==> src/rtl/fp_align_pkg.sv <==
// Shared types and sizing for the float operand-alignment stage.
// Sizes here follow the default single-precision format.
package fp_align_pkg;

  typedef enum logic [1:0] {
    IDLE,
    ALIGN,
    DONE
  } state_t;

  localparam int EXP_W_D = 8;
  localparam int MAN_W_D = 23;
  localparam int W       = 1 + EXP_W_D + MAN_W_D;
  localparam int EXT_W   = MAN_W_D + 4;
  localparam int MAX_SH  = MAN_W_D + 3;
  localparam int CNT_W   = $clog2(MAX_SH + 1);

  // Denormals share the exponent of the smallest normal.
  function automatic logic [31:0] eff_exp(input logic [31:0] e);
    return (e == 32'd0) ? 32'd1 : e;
  endfunction

endpackage

==> src/rtl/fp_align_seq_if.sv <==
// Operand/result handshake bundle for the alignment stage.
interface fp_align_seq_if import fp_align_pkg::*; #(
  parameter int EXP_W = EXP_W_D,
  parameter int MAN_W = MAN_W_D
);
  logic                   in_valid;
  logic                   in_ready;
  logic [EXP_W+MAN_W:0]   x;
  logic [EXP_W+MAN_W:0]   y;
  logic                   out_valid;
  logic                   out_ready;
  logic [EXP_W+MAN_W:0]   big;
  logic [MAN_W+3:0]       small_ext;
  logic [EXP_W-1:0]       dif;
  logic                   swap;
  logic                   eff_sub;

  modport master (
    output in_valid, x, y, out_ready,
    input  in_ready, out_valid, big, small_ext, dif, swap, eff_sub
  );

  modport slave (
    input  in_valid, x, y, out_ready,
    output in_ready, out_valid, big, small_ext, dif, swap, eff_sub
  );
endinterface

==> src/rtl/fp_mag_compare.sv <==
// Orders two packed floats by full magnitude and derives the exponent gap
// plus the smaller operand's hidden bit and mantissa.
module fp_mag_compare import fp_align_pkg::*; #(
  parameter int EXP_W = 8,
  parameter int MAN_W = 23
) (
  input  logic [EXP_W+MAN_W:0] x,
  input  logic [EXP_W+MAN_W:0] y,
  output logic [EXP_W+MAN_W:0] big,
  output logic [MAN_W-1:0]     sml_man,
  output logic                 sml_hid,
  output logic                 swap,
  output logic [EXP_W-1:0]     dif
);
  logic [EXP_W+MAN_W:0] sml;

  always_comb begin
    // {exp, man} compares as an unsigned integer; ties keep x as big.
    swap    = (y[EXP_W+MAN_W-1:0] > x[EXP_W+MAN_W-1:0]);
    big     = swap ? y : x;
    sml     = swap ? x : y;
    sml_man = sml[MAN_W-1:0];
    sml_hid = |sml[MAN_W +: EXP_W];
    dif     = EXP_W'(eff_exp(32'(big[MAN_W +: EXP_W])))
            - EXP_W'(eff_exp(32'(sml[MAN_W +: EXP_W])));
  end
endmodule

==> src/rtl/fp_align_seq.sv <==
// Multi-cycle alignment: swaps operands by magnitude, then right-shifts the
// smaller significand up to STEP bits per cycle, folding lost bits into sticky.
module fp_align_seq import fp_align_pkg::*; #(
  parameter int EXP_W = 8,
  parameter int MAN_W = 23,
  parameter int STEP  = 4
) (
  input  logic           clk,
  input  logic           rst_n,
  fp_align_seq_if.slave  bus
);
  localparam int OW = 1 + EXP_W + MAN_W;
  localparam int XW = MAN_W + 4;
  localparam int MS = MAN_W + 3;
  localparam int CW = $clog2(MS + 1);
  localparam logic [CW-1:0] STEP_C = CW'(STEP);

  state_t          state_reg, state_next;
  logic [CW-1:0]   cnt_reg, cnt_next;
  logic [OW-1:0]   big_reg, big_next;
  logic [XW-1:0]   ext_reg, ext_next;
  logic [EXP_W-1:0] dif_reg, dif_next;
  logic            swap_reg, swap_next;
  logic            eff_reg, eff_next;

  logic [OW-1:0]    cmp_big;
  logic [MAN_W-1:0] cmp_man;
  logic             cmp_hid;
  logic             cmp_swap;
  logic [EXP_W-1:0] cmp_dif;
  logic [CW-1:0]    dc;
  logic [CW-1:0]    sh;
  logic [XW-1:0]    mask;
  logic [XW-1:0]    shifted;

  fp_mag_compare #(.EXP_W(EXP_W), .MAN_W(MAN_W)) u_cmp (
    .x       (bus.x),
    .y       (bus.y),
    .big     (cmp_big),
    .sml_man (cmp_man),
    .sml_hid (cmp_hid),
    .swap    (cmp_swap),
    .dif     (cmp_dif)
  );

  always_ff @(posedge clk or negedge rst_n) begin
    if (!rst_n) begin
      state_reg <= IDLE;
      cnt_reg   <= '0;
      big_reg   <= '0;
      ext_reg   <= '0;
      dif_reg   <= '0;
      swap_reg  <= 1'b0;
      eff_reg   <= 1'b0;
    end else begin
      state_reg <= state_next;
      cnt_reg   <= cnt_next;
      big_reg   <= big_next;
      ext_reg   <= ext_next;
      dif_reg   <= dif_next;
      swap_reg  <= swap_next;
      eff_reg   <= eff_next;
    end
  end

  always_comb begin
    state_next = state_reg;
    cnt_next   = cnt_reg;
    big_next   = big_reg;
    ext_next   = ext_reg;
    dif_next   = dif_reg;
    swap_next  = swap_reg;
    eff_next   = eff_reg;

    // Shifting past MS only re-ORs the hidden bit into sticky, so clamp.
    dc = (32'(cmp_dif) > 32'(MS)) ? CW'(MS) : CW'(cmp_dif);

    sh      = (cnt_reg > STEP_C) ? STEP_C : cnt_reg;
    mask    = ~({XW{1'b1}} << sh);
    shifted = (ext_reg >> sh) | {{(XW-1){1'b0}}, |(ext_reg & mask)};

    case (state_reg)
      IDLE: begin
        if (bus.in_valid) begin
          big_next   = cmp_big;
          ext_next   = {cmp_hid, cmp_man, 3'b000};
          dif_next   = cmp_dif;
          swap_next  = cmp_swap;
          eff_next   = bus.x[OW-1] ^ bus.y[OW-1];
          cnt_next   = dc;
          state_next = (dc == '0) ? DONE : ALIGN;
        end
      end
      ALIGN: begin
        ext_next = shifted;
        cnt_next = cnt_reg - sh;
        if (cnt_reg == sh) state_next = DONE;
      end
      DONE: begin
        if (bus.out_ready) state_next = IDLE;
      end
      default: state_next = IDLE;
    endcase
  end

  assign bus.in_ready  = (state_reg == IDLE);
  assign bus.out_valid = (state_reg == DONE);
  assign bus.big       = big_reg;
  assign bus.small_ext = ext_reg;
  assign bus.dif       = dif_reg;
  assign bus.swap      = swap_reg;
  assign bus.eff_sub   = eff_reg;
endmodule

==> src/flat_wrapper.sv <==
// flat-port wrapper written by rule: the top's interface ports become plain ports
module fp_align_seq_flat import fp_align_pkg::*;
#(
  parameter int EXP_W = 8,
  parameter int MAN_W = 23,
  parameter int STEP  = 4
)
  (clk, rst_n, bus_in_valid, bus_x, bus_y, bus_out_ready, bus_in_ready, bus_out_valid, bus_big, bus_small_ext, bus_dif, bus_swap, bus_eff_sub);
  fp_align_seq_if #(.EXP_W(EXP_W), .MAN_W(MAN_W)) bus_i ();
  input  logic clk;
  input  logic rst_n;
  input wire logic [$bits(bus_i.in_valid)-1:0] bus_in_valid;
  input wire logic [$bits(bus_i.x)-1:0] bus_x;
  input wire logic [$bits(bus_i.y)-1:0] bus_y;
  input wire logic [$bits(bus_i.out_ready)-1:0] bus_out_ready;
  output wire logic [$bits(bus_i.in_ready)-1:0] bus_in_ready;
  output wire logic [$bits(bus_i.out_valid)-1:0] bus_out_valid;
  output wire logic [$bits(bus_i.big)-1:0] bus_big;
  output wire logic [$bits(bus_i.small_ext)-1:0] bus_small_ext;
  output wire logic [$bits(bus_i.dif)-1:0] bus_dif;
  output wire logic [$bits(bus_i.swap)-1:0] bus_swap;
  output wire logic [$bits(bus_i.eff_sub)-1:0] bus_eff_sub;
  assign bus_i.in_valid = bus_in_valid;
  assign bus_i.x = bus_x;
  assign bus_i.y = bus_y;
  assign bus_i.out_ready = bus_out_ready;
  assign bus_in_ready = bus_i.in_ready;
  assign bus_out_valid = bus_i.out_valid;
  assign bus_big = bus_i.big;
  assign bus_small_ext = bus_i.small_ext;
  assign bus_dif = bus_i.dif;
  assign bus_swap = bus_i.swap;
  assign bus_eff_sub = bus_i.eff_sub;
  fp_align_seq #(.EXP_W(EXP_W), .MAN_W(MAN_W), .STEP(STEP)) u_core (.clk(clk), .rst_n(rst_n), .bus(bus_i));
endmodule
==> config.mk <==
export PLATFORM = sky130hd
export DESIGN_NAME = fp_align_seq_flat
export DESIGN_NICKNAME = d
export VERILOG_FILES = /design/src/rtl/fp_align_pkg.sv /design/src/rtl/fp_align_seq_if.sv /design/src/rtl/fp_mag_compare.sv /design/src/rtl/fp_align_seq.sv /design/src/flat_wrapper.sv
export SDC_FILE = /design/constraint.sdc
export NUM_CORES = 1
export LEC_CHECK = 0
export ABC_AREA = 1
export CORE_MARGIN = 4
export CORE_UTILIZATION = 51
export CTS_CLUSTER_DIAMETER = 50
export DETAILED_ROUTE_END_ITERATION = 10
export PLACE_DENSITY_LB_ADDON = 0.1
export SYNTH_ARGS = -nofsm -noshare
export SYNTH_HDL_FRONTEND = slang
export SYNTH_SLANG_ARGS = --single-unit
==> constraint.sdc <==
create_clock -name clk -period 2.18 [get_ports clk]
set_input_delay 0.218 -clock clk [delete_from_list [all_inputs] [get_ports clk]]
set_output_delay 0.218 -clock clk [all_outputs]
set_load 0.005 [all_outputs]
Word level (Yosys, flattened, before mapping)

Index checks and enable logic that the tools add are counted.
W data, S select, Z words.

Bits in registers: 76
Bits of input ports: 68
Output and inout port bits: 71

Add/subtract/negate cells: 2
$lt $le $gt $ge: 3
Equal/unequal tests: 6
Shift operators: 2
Multiplexer cells: 15
Bitwise operators: 4
Reductions and logical operators: 10

Operator list:

| cell                    | count |
|---|---|
| $pmux W27 S2            | 1 |
| $mux W32                | 1 |
| $gt A31 B31 Y1          | 1 |
| $mux W31                | 1 |
| $and A27 B27 Y27        | 1 |
| $mux W27                | 1 |
| $not A27 Y27            | 1 |
| $or A27 B1 Y27          | 1 |
| $reduce_or A27 Y1       | 1 |
| $shl A27 B5 Y27 const A | 1 |
| $shr A27 B5 Y27         | 1 |
| $logic_not A8 Y1        | 2 |
| $mux W8                 | 2 |
| $mux W5                 | 3 |
| $pmux W5 S2             | 1 |
| $gt A8 B5 Y1 const B    | 1 |
| $mux W2                 | 4 |
| $reduce_or A8 Y1        | 1 |
| $sub A8 B8 Y8           | 1 |
| $pmux W2 S3             | 1 |
| $eq A5 B5 Y1            | 1 |
| $gt A5 B3 Y1 const B    | 1 |
| $logic_not A5 Y1        | 1 |
| $sub A5 B5 Y5           | 1 |
| 9 further kinds         | 11 |

Longest topological paths before layout

Gate-level depths: netlist (run 1).

Depth in word-level cells: 11
Depth in mapped cells: 32
Mapped depth without buffers: 31

Hierarchy

Synthesis (run 1) repeated with hierarchy kept, for this count alone.

Cells, all modules: 953
Area total of the unflattened synthesis: 6288.5 um^2

Modules (own cells, without submodules):

| module         | instances | cells an instance | area each (um^2) | sequential area each (um^2) |
|---|---|---|---|---|
| fp_align_seq   | 1         | 587               | 4249.1           | 1901.8 |
| fp_mag_compare | 1         | 366               | 2039.5           | 0.0 |

Worst setup path after synthesis (run 1)

No wires, ideal clock.

Path type: input to register
From: input bus_x[30]
To: register u_core.cnt_reg[3]
Arrival time: 3451 ps
Slack: -1388 ps
Cell stages on the path: 28
Cells stage by stage: inv_1 > ha_1 > nand2_1 > nor2_2 > nand3_2 > nor3b_2 > nand3b_4 > nand2_4 > buf_6 > buf_8 > nand2_1 > o21ai_2 > nand2_1 > nor2_1 > a21oi_1 > ha_1 > fa_1 > inv_1 > nand3_1 > nand3_1 > xor2_1 > nor3_1 > nor2_1 > nand3_1 > o21ai_0 > nand2_1 > nand2_1 > nand2_1

Cells in the longest elaborated chain, start to end: 9

RTL lines:

| element                              | line                                       | text |
|---|---|---|
| start: declaration                   | flat_wrapper.sv:13                         | `input wire logic [$bits(bus_i.x)-1:0] bus_x;` |
| $gt A31 B31 Y1                       | fp_mag_compare.sv:19                       | `swap = (y[EXP_W+MAN_W-1:0] > x[EXP_W+MAN_W-1:0]);` |
| $mux W32 or $mux W31 (tied branches) | fp_mag_compare.sv:20, fp_mag_compare.sv:21 |  |
| $logic_not A8 Y1                     | fp_align_pkg.sv:20                         | `return (e == 32'd0) ? 32'd1 : e;` |
| $mux W8                              | fp_align_pkg.sv:20                         |  |
| $sub A8 B8 Y8 *                      | fp_mag_compare.sv:25                       | `- EXP_W'(eff_exp(32'(sml[MAN_W +: EXP_W])));` |
| $gt A8 B5 Y1                         | fp_align_seq.sv:76                         | `dc = (32'(cmp_dif) > 32'(MS)) ? CW'(MS) : CW'(cmp_dif);` |
| $mux W5 *                            | fp_align_seq.sv:76                         |  |
| $mux W5 *                            | fp_align_seq.sv:84                         | `if (bus.in_valid) begin` |
| $pmux W5 S2 *                        | fp_align_seq.sv:82                         | `case (state_reg)` |
| end signal: assignment               | fp_align_seq.sv:57                         | `cnt_reg <= cnt_next;` |
| end: declaration                     | fp_align_seq.sv:19                         | `logic [CW-1:0] cnt_reg, cnt_next;` |

Every way passes the cells marked *; elsewhere a longest branch is shown, timed or not. The select of a mux whose other input is x is not followed.
A chain may end at the register's enable or synchronous reset.

Final worst setup path (run 1)

From: input bus_x[22]
To: register u_core.cnt_reg[3]

Cells in the longest elaborated chain, start to end: 9

RTL lines:

| element                              | line |
|---|---|
| $gt A31 B31 Y1 *                     | fp_mag_compare.sv:19 |
| $mux W32 or $mux W31 (tied branches) | fp_mag_compare.sv:20, fp_mag_compare.sv:21 |
| $logic_not A8 Y1                     | fp_align_pkg.sv:20 |
| $mux W8                              | fp_align_pkg.sv:20 |
| $sub A8 B8 Y8 *                      | fp_mag_compare.sv:25 |
| $gt A8 B5 Y1                         | fp_align_seq.sv:76 |
| $mux W5 *                            | fp_align_seq.sv:76 |
| $mux W5 *                            | fp_align_seq.sv:84 |
| $pmux W5 S2 *                        | fp_align_seq.sv:82 |

Marked as above.

==> impl_metrics.ini, run 1 <==
[grt]
antenna_found_initial = 1
grt_pass1_wl_um = 36200
grt.busiest_layer = met2
grt_max_degree = 66
track_usage_pct = 34.8
grt_pass1_vias = 7371
grt_overflow_total = 0
grt.met1_usage_pct = 43.1
grt_use_met2_pct = 57.6
grt_util_met3_pct = 7.63

[timing]
final_hold_viol_count = 0
finalSetupViolCount = 24
rsz0062_at_grt = true
fin_skew_ns = 0.00823
worstMarginPinSlew_ns = 0.599
clock.fmax_ghz = 0.263
layout_setup_ws_ns = -1.63
drv_slew = 0
finalCriticalPeriod_ns = 3.81
min_period_over_period_pct = 175
relSlewSlack_pct = 59.9

[detailed_routing]
via_per_inst = 5.99
drc = 0
drt_iter0_markers = 797
vias = 7674
firstDrtPassIters = 5
routed_wl_um = 25700
wire_per_inst_um = 20.0
ant_nets = 0

[run_status]
violations = setup timing
outcome = finished with violations

[synth]
yosys.cell_types.count = 43
synth_largest_area_cell = dfrtp_1
syn_nets = 969
async_flop_share_pct = 100
synth_area_per_cell_sq_um = 6.83
yosys_warnings = 0
syn_area_sq_um = 5880
synth-seq-cells = 76
ys_seq_area_share_pct = 32.4
synthCells = 861
yosysTopAreaCellShare_pct = 32.4
synth_area_leaders = dfrtp_1 32%, nand2_1 15%, o21ai_0 8.8%, ha_1 8.3%, inv_1 7.5%
synth_edf_count = 0
ys.flop_type = dfrtp_1

[cts]
clkTransAtPathRegs_ns = 0.07
clockBufferDepth = 2
cts-buffers-inserted = 9
root_buffer = clkbuf_16
cts_tree = built
clock_latency_ns = 0.35
clkSinkCount = 76
htree_levels = 3

[critical_path]
slowest_delay_ns = 0.60
startpoint_type = input pin
critPathMaxFanout = 6
critPathKind = in -> reg
arrival_ns = 4.06
cp_top_family = simple AND/OR/NAND/NOR gates
cp_slowest_cell = fa_2
endpoint_kind = flip-flop
r2r_start = u_core.cnt_reg[3]
worstPathBufferInverterCount = 4
cp-startpoint = bus_x[22]
cp.required_ns = 2.43
cp_common_cell = nand2_1

[floorplanning]
start_util_pct = 53.0
coreArea_sq_um = 11100
io_pins = 139
dieHeight_um = 115
dieArea_sq_um = 13300
dieWidth_um = 115
std_cell_rows = 38

[power_and_ir_drop]
vdd_drop_max_mv = 1.17
powerDensity_nw_per_um2 = 1130
p_leak_nw = 4.76

[placed_design]
gp_congestion = 0.932
place_inst = 1213
io_buffers = 138
hpwlAfterDp_um = 14100

[layout]
finish.utilization_pct = 88.1
drive_gt1_share_pct = 35.1
finalNetCount = 1244
syn2layout_area_growth_pct = 66.1
fin_cells = 1282
largest_reg_flops = 32

[worst_hold_path]
hp-start = bus_x[10]
hold_path_class = in -> reg

[flow_run]
max_cap_violations = 0
cells by family after synthesis:
| family | count (synthesis) | share of synthesized area [%] |
|---|---|---|
| simple gates | 335 | 23.7 |
| xor+xnor | 6 | 0.894 |
| fa+ha+maj | 40 | 8.64 |
| compound gates | 238 | 22.7 |
| other cells | 1 | 0.0638 |
| buf+inv | 165 | 11.6 |
| flops | 76 | 32.4 |
cell usage after synthesis (6+ instances only):
master and number:
o221ai_1 18, nor2_1 47, nand3_1 21, ha_1 39, o21ai_0 103, nand2_1 240, inv_2 6, clkbuf_1 24
a21oi_1 43, o21ai_1 49, inv_1 118, o211ai_1 8, dfrtp_1 76
cell usage in the layout, fill, tap and decap left out, types with 5 or more instances in the layout:
cell type	netlist	routed
ha_4	0	30
o21ai_0	103	80
dfrtp_1	76	76
nor2_2	4	6
nand3_1	21	10
nand2_1	240	199
inv_1	118	90
clkdlybuf4s15_1	0	8
o221ai_1	18	17
nor2_4	2	8
nand2_4	2	13
inv_2	6	23
clkbuf_2	0	8
nand3_2	1	10
buf_8	1	9
clkdlybuf4s50_1	0	75
ha_1	39	9
nand2_2	5	34
a21oi_1	43	35
clkbuf_16	0	11
o211ai_1	8	8
o21ai_1	49	64
buf_12	0	6
inv_4	1	10
nor2_1	47	39
a21oi_2	0	5
buf_4	2	135
o21ai_2	5	11
buf_6	5	28
buf_2	5	23
path summary, 6_finish.rpt:
kind                                                 end  slack (ns)  cells after the start
worst min register to register         u_core.bus.big[3]        0.48                      2
worst max register to register         u_core.cnt_reg[4]        0.11                      9
max in group asynchronous             u_core.bus.big[24]        1.18                      3
worst max-delay path                   u_core.cnt_reg[3]       -1.63                     26
min in group asynchronous       u_core.bus.small_ext[16]        0.39                      2
worst min-delay path                  u_core.bus.big[10]        0.18                      3
final cells by class:
class	instances	area [sq um]
Clock inverter	6	87.6
Sequential cell	76	1900
Antenna cell	1	2.50
Timing Repair Buffer	300	2680
Fill cell	556	1320
Clock buffer	10	239
Multi-Input combinational cell	622	4170
Inverter	127	512
Tap cell	140	175
where the power goes:
part / total, W / switching, W / leakage (nW) / internal (W)
Sequential: 0.00270 / 0.000583 / 0.933 / 0.00212
Combinational: 0.00661 / 0.00351 / 3.67 / 0.00310
Clock: 0.00169 / 0.000656 / 0.162 / 0.00103
what timing repair did:
item	CTS	global route
hold buffers	1	0
buffers inserted	65	12
pin swaps	83	74
setup endpoints to repair	68	60
endpoints found under the hold margin	36	0
resized for setup	329	124
cloned	4	2
worst min-delay path, cell delays in order:
cell	delay (ns)
buf_2	0.10
nor2_1	0.05
o21ai_1	0.12
metal layers:
layer	part of all wire, %	routed length, um
met4	7.2	1840
met3	9.5	2430
met1	37	9420
met2	47	12000
met5	0	0
stage by stage:
| stage | setup TNS, ns | power (W) | hold slack (ns) | setup WS, ns | instance area [sq um] |
|---|---|---|---|---|---|
| 6_report | -18.37 | 0.0110 | 0.177 | -1.63 | 9760 |
| 5_1_grt | -20.92 | 0.0117 | 0.174 | -1.73 | 9760 |
| 3_5_place_dp | -71.40 | 0.00824 | 0.227 | -2.06 | 8230 |
| 3_3_place_gp | -70.21 | 0.00817 | 0.221 | -1.98 | 8230 |
| 2_1_floorplan | -12.48 | 0.00545 | -0.0776 | -1.24 | 6010 |
| 4_1_cts | -12.41 | 0.0104 | 0.148 | -1.15 | 9370 |
No activity file was read; power rests on OpenSTA's default activity.
==> inputs of run 2 (changes only) <==
Settings changed: CTS_CLUSTER_SIZE set to 40.
==> results of run 2 <==
Final layout, timing and power as in run 1 (identical DEF).
==> inputs of run 3 (changes only) <==
Settings changed: CORE_UTILIZATION 51 to 46.
Clock period 2.18 ns to 3.1 ns, I/O delays scaled along.
==> run 3 against run 2 <==
The flow still finishes with violations (setup timing). Clock power shrank 36%. Clock skew down 0.0017 ns. Sequential share of layout area grew 0.91 points. Non-clock buffer count unchanged. Routed wire length decreased by 16%. Via count shrank 9.8%.
==> impl_metrics.ini, run 3 (same netlist as run 1, synthesis figures left out) <==
[cts]
clockBufferDepth = 2
cts-buffers-inserted = 9
clkSinkCount = 76
cts_tree = built
ctsHoldBuffers = 0
root_buffer = clkbuf_16
clock_latency_ns = 0.35
clkTransAtPathRegs_ns = 0.06
htree_levels = 3

[critical_path]
endpoint_kind = flip-flop
startpoint_type = input pin
arrival_ns = 3.76
cp.required_ns = 3.34
critPathMaxFanout = 6
critPathKind = in -> reg

[power_and_ir_drop]
powerDensity_nw_per_um2 = 765
intPower_w = 0.00411
p_comb_share_pct = 58.5
pwr-share-clk_pct = 15.3
swShare_pct = 42.4
vdd_drop_max_mv = 0.295
switching_power_w = 0.00303
seq_power_share_pct = 26.3
p_leak_nw = 4.60

[timing]
finalSetupViolCount = 9
final_hold_viol_count = 0
fin_tns_setup_ns = -2.57
fin_skew_ns = 0.00658
clock.fmax_ghz = 0.284
whs_ns = 0.102
min_period_over_period_pct = 114
drv_slew = 0
layout_setup_ws_ns = -0.423
worstMarginPinSlew_ns = 1.01
finalCriticalPeriod_ns = 3.52
rsz0062_at_grt = true
relSlewSlack_pct = 33.0

[detailed_routing]
drt_iter0_markers = 547
routed_wl_um = 21500
via_per_inst = 5.26
route.met3.wl_um = 1520
wl_met1_um = 8960
wire_per_inst_um = 16.3
drc = 0
firstDrtPassIters = 6
vias = 6922
wl_met2_um = 10400
ant_nets = 0
top_layer_used = met4

[layout]
finalNetCount = 1242
fillerInstances = 967
finish.utilization_pct = 74.2
largest_reg_flops = 32
fin_cells = 1315
drive_gt1_share_pct = 32.7
final_common_cell = nand2_1
syn2layout_area_growth_pct = 58.7
final_cell_mix = 208 x nand2_1, 160 x buf_4, 94 x o21ai_0, 91 x inv_1, 76 x dfrtp_1

[placed_design]
hpwlAfterDp_um = 13800
io_buffers = 138
place_inst = 1233
gp_congestion = 0.894

[grt]
antenna_found_initial = 3
grt_pass1_vias = 6766
grt_overflow_total = 0
grt_pass1_wl_um = 33400
grt_max_degree = 77
track_usage_pct = 28.7

[run_status]
violations = setup timing
outcome = finished with violations

[floorplanning]
std_cell_rows = 41
dieArea_sq_um = 14600
dieHeight_um = 121
start_util_pct = 46.8
coreArea_sq_um = 12600
dieWidth_um = 121
io_pins = 139

[flow_run]
max_cap_violations = 0

[worst_hold_path]
hold_path_class = in -> async
==> run 3: cell types whose count changed in the layout (fill, tap and decap cells not counted), sizes merged <==
cell           delta
clkbuf            +6
buf               -5
dlygate4sd2       +5
clkdlybuf4s15     -4
clkinv            -3
diode             +3
clkinvlp          +2
nand2             -2
bufinv            -1
dlygate4sd3       -1
inv               +1
==> run 3: critical path, cell delays in order <==
cell and delay, ns:
dlygate4sd2_1 0.27, inv_2 0.07, ha_4 0.28, nand4_1 0.12, nor3b_4 0.23, nand3b_4 0.13
nand2_8 0.12, buf_4 0.12, nand2_2 0.07, o21ai_4 0.06, nand2_1 0.08, nor2_2 0.14
a21oi_2 0.07, ha_2 0.21, fa_2 0.58, inv_1 0.05, a21oi_1 0.17, nor3_2 0.07
nor2_1 0.13, nand3_2 0.13, o21ai_1 0.15, nand2_1 0.06, nand2_1 0.06, nand2_1 0.06
==> run 3: layout make-up <==
type                       count  area [sq um]  area share (%)
multi-input combinational    620          3940            42.2
inverter                     127           504            5.41
clock buffer                  11           243            2.60
antenna                        4          10.0           0.107
timing repair buffer         300          2450            26.3
sequential                    76          1900            20.4
clock inverter                 5          58.8           0.631
tap                          172           215            2.31
==> run 3: what timing repair did <==
action,CTS,global route
resized for setup,261,91
setup endpoints to repair,14,14
pin swaps,74,55
buffers inserted,66,3
==> run 3: per-stage QoR <==
step | total power (W) | setup slack (ns) | area [sq um]
6_report | 0.00714 | -0.423 | 9330
5_1_grt | 0.00767 | -0.601 | 9320
4_1_cts | 0.00696 | -0.266 | 9220
3_5_place_dp | 0.00564 | -1.21 | 8130
3_3_place_gp | 0.00560 | -1.16 | 8130
2_1_floorplan | 0.00381 | -0.440 | 5980
==> run 3: power by group through the flow <==
| stage | combinational, W | sequential (W) | clock (W) |
|---|---|---|---|
| finish | 0.00417 | 0.00187 | 0.00109 |
| global route | 0.00459 | 0.00194 | 0.00114 |
| CTS | 0.00399 | 0.00187 | 0.00110 |
| detailed placement | 0.00377 | 0.00187 | 0 |
| global placement | 0.00372 | 0.00187 | 0 |
| floorplan | 0.00198 | 0.00183 | 0 |
==> run 3: final timing paths <==
kind                               startpoint                  endpoint  cells after the start  slack [ns]
setup / recovery                    bus_x[23]         u_core.cnt_reg[3]                     24       -0.42
hold / removal                          rst_n  u_core.bus.small_ext[18]                      1        0.10
setup reg to reg            u_core.cnt_reg[3]   u_core.bus.small_ext[5]                      9        0.54
hold reg to reg            u_core.bus.big[23]        u_core.bus.big[23]                      2        0.48
max in group asynchronous               rst_n        u_core.bus.big[19]                      1        2.32
min in group clk                    bus_x[22]        u_core.bus.big[22]                      3        0.23
==> run 3: metal layers <==
layer  vias up  GRT usage (%)
met5         -              0
met4         0           9.99
met3        55           6.62
met2       257           47.3
met1      3231           37.0
li1       3379              -
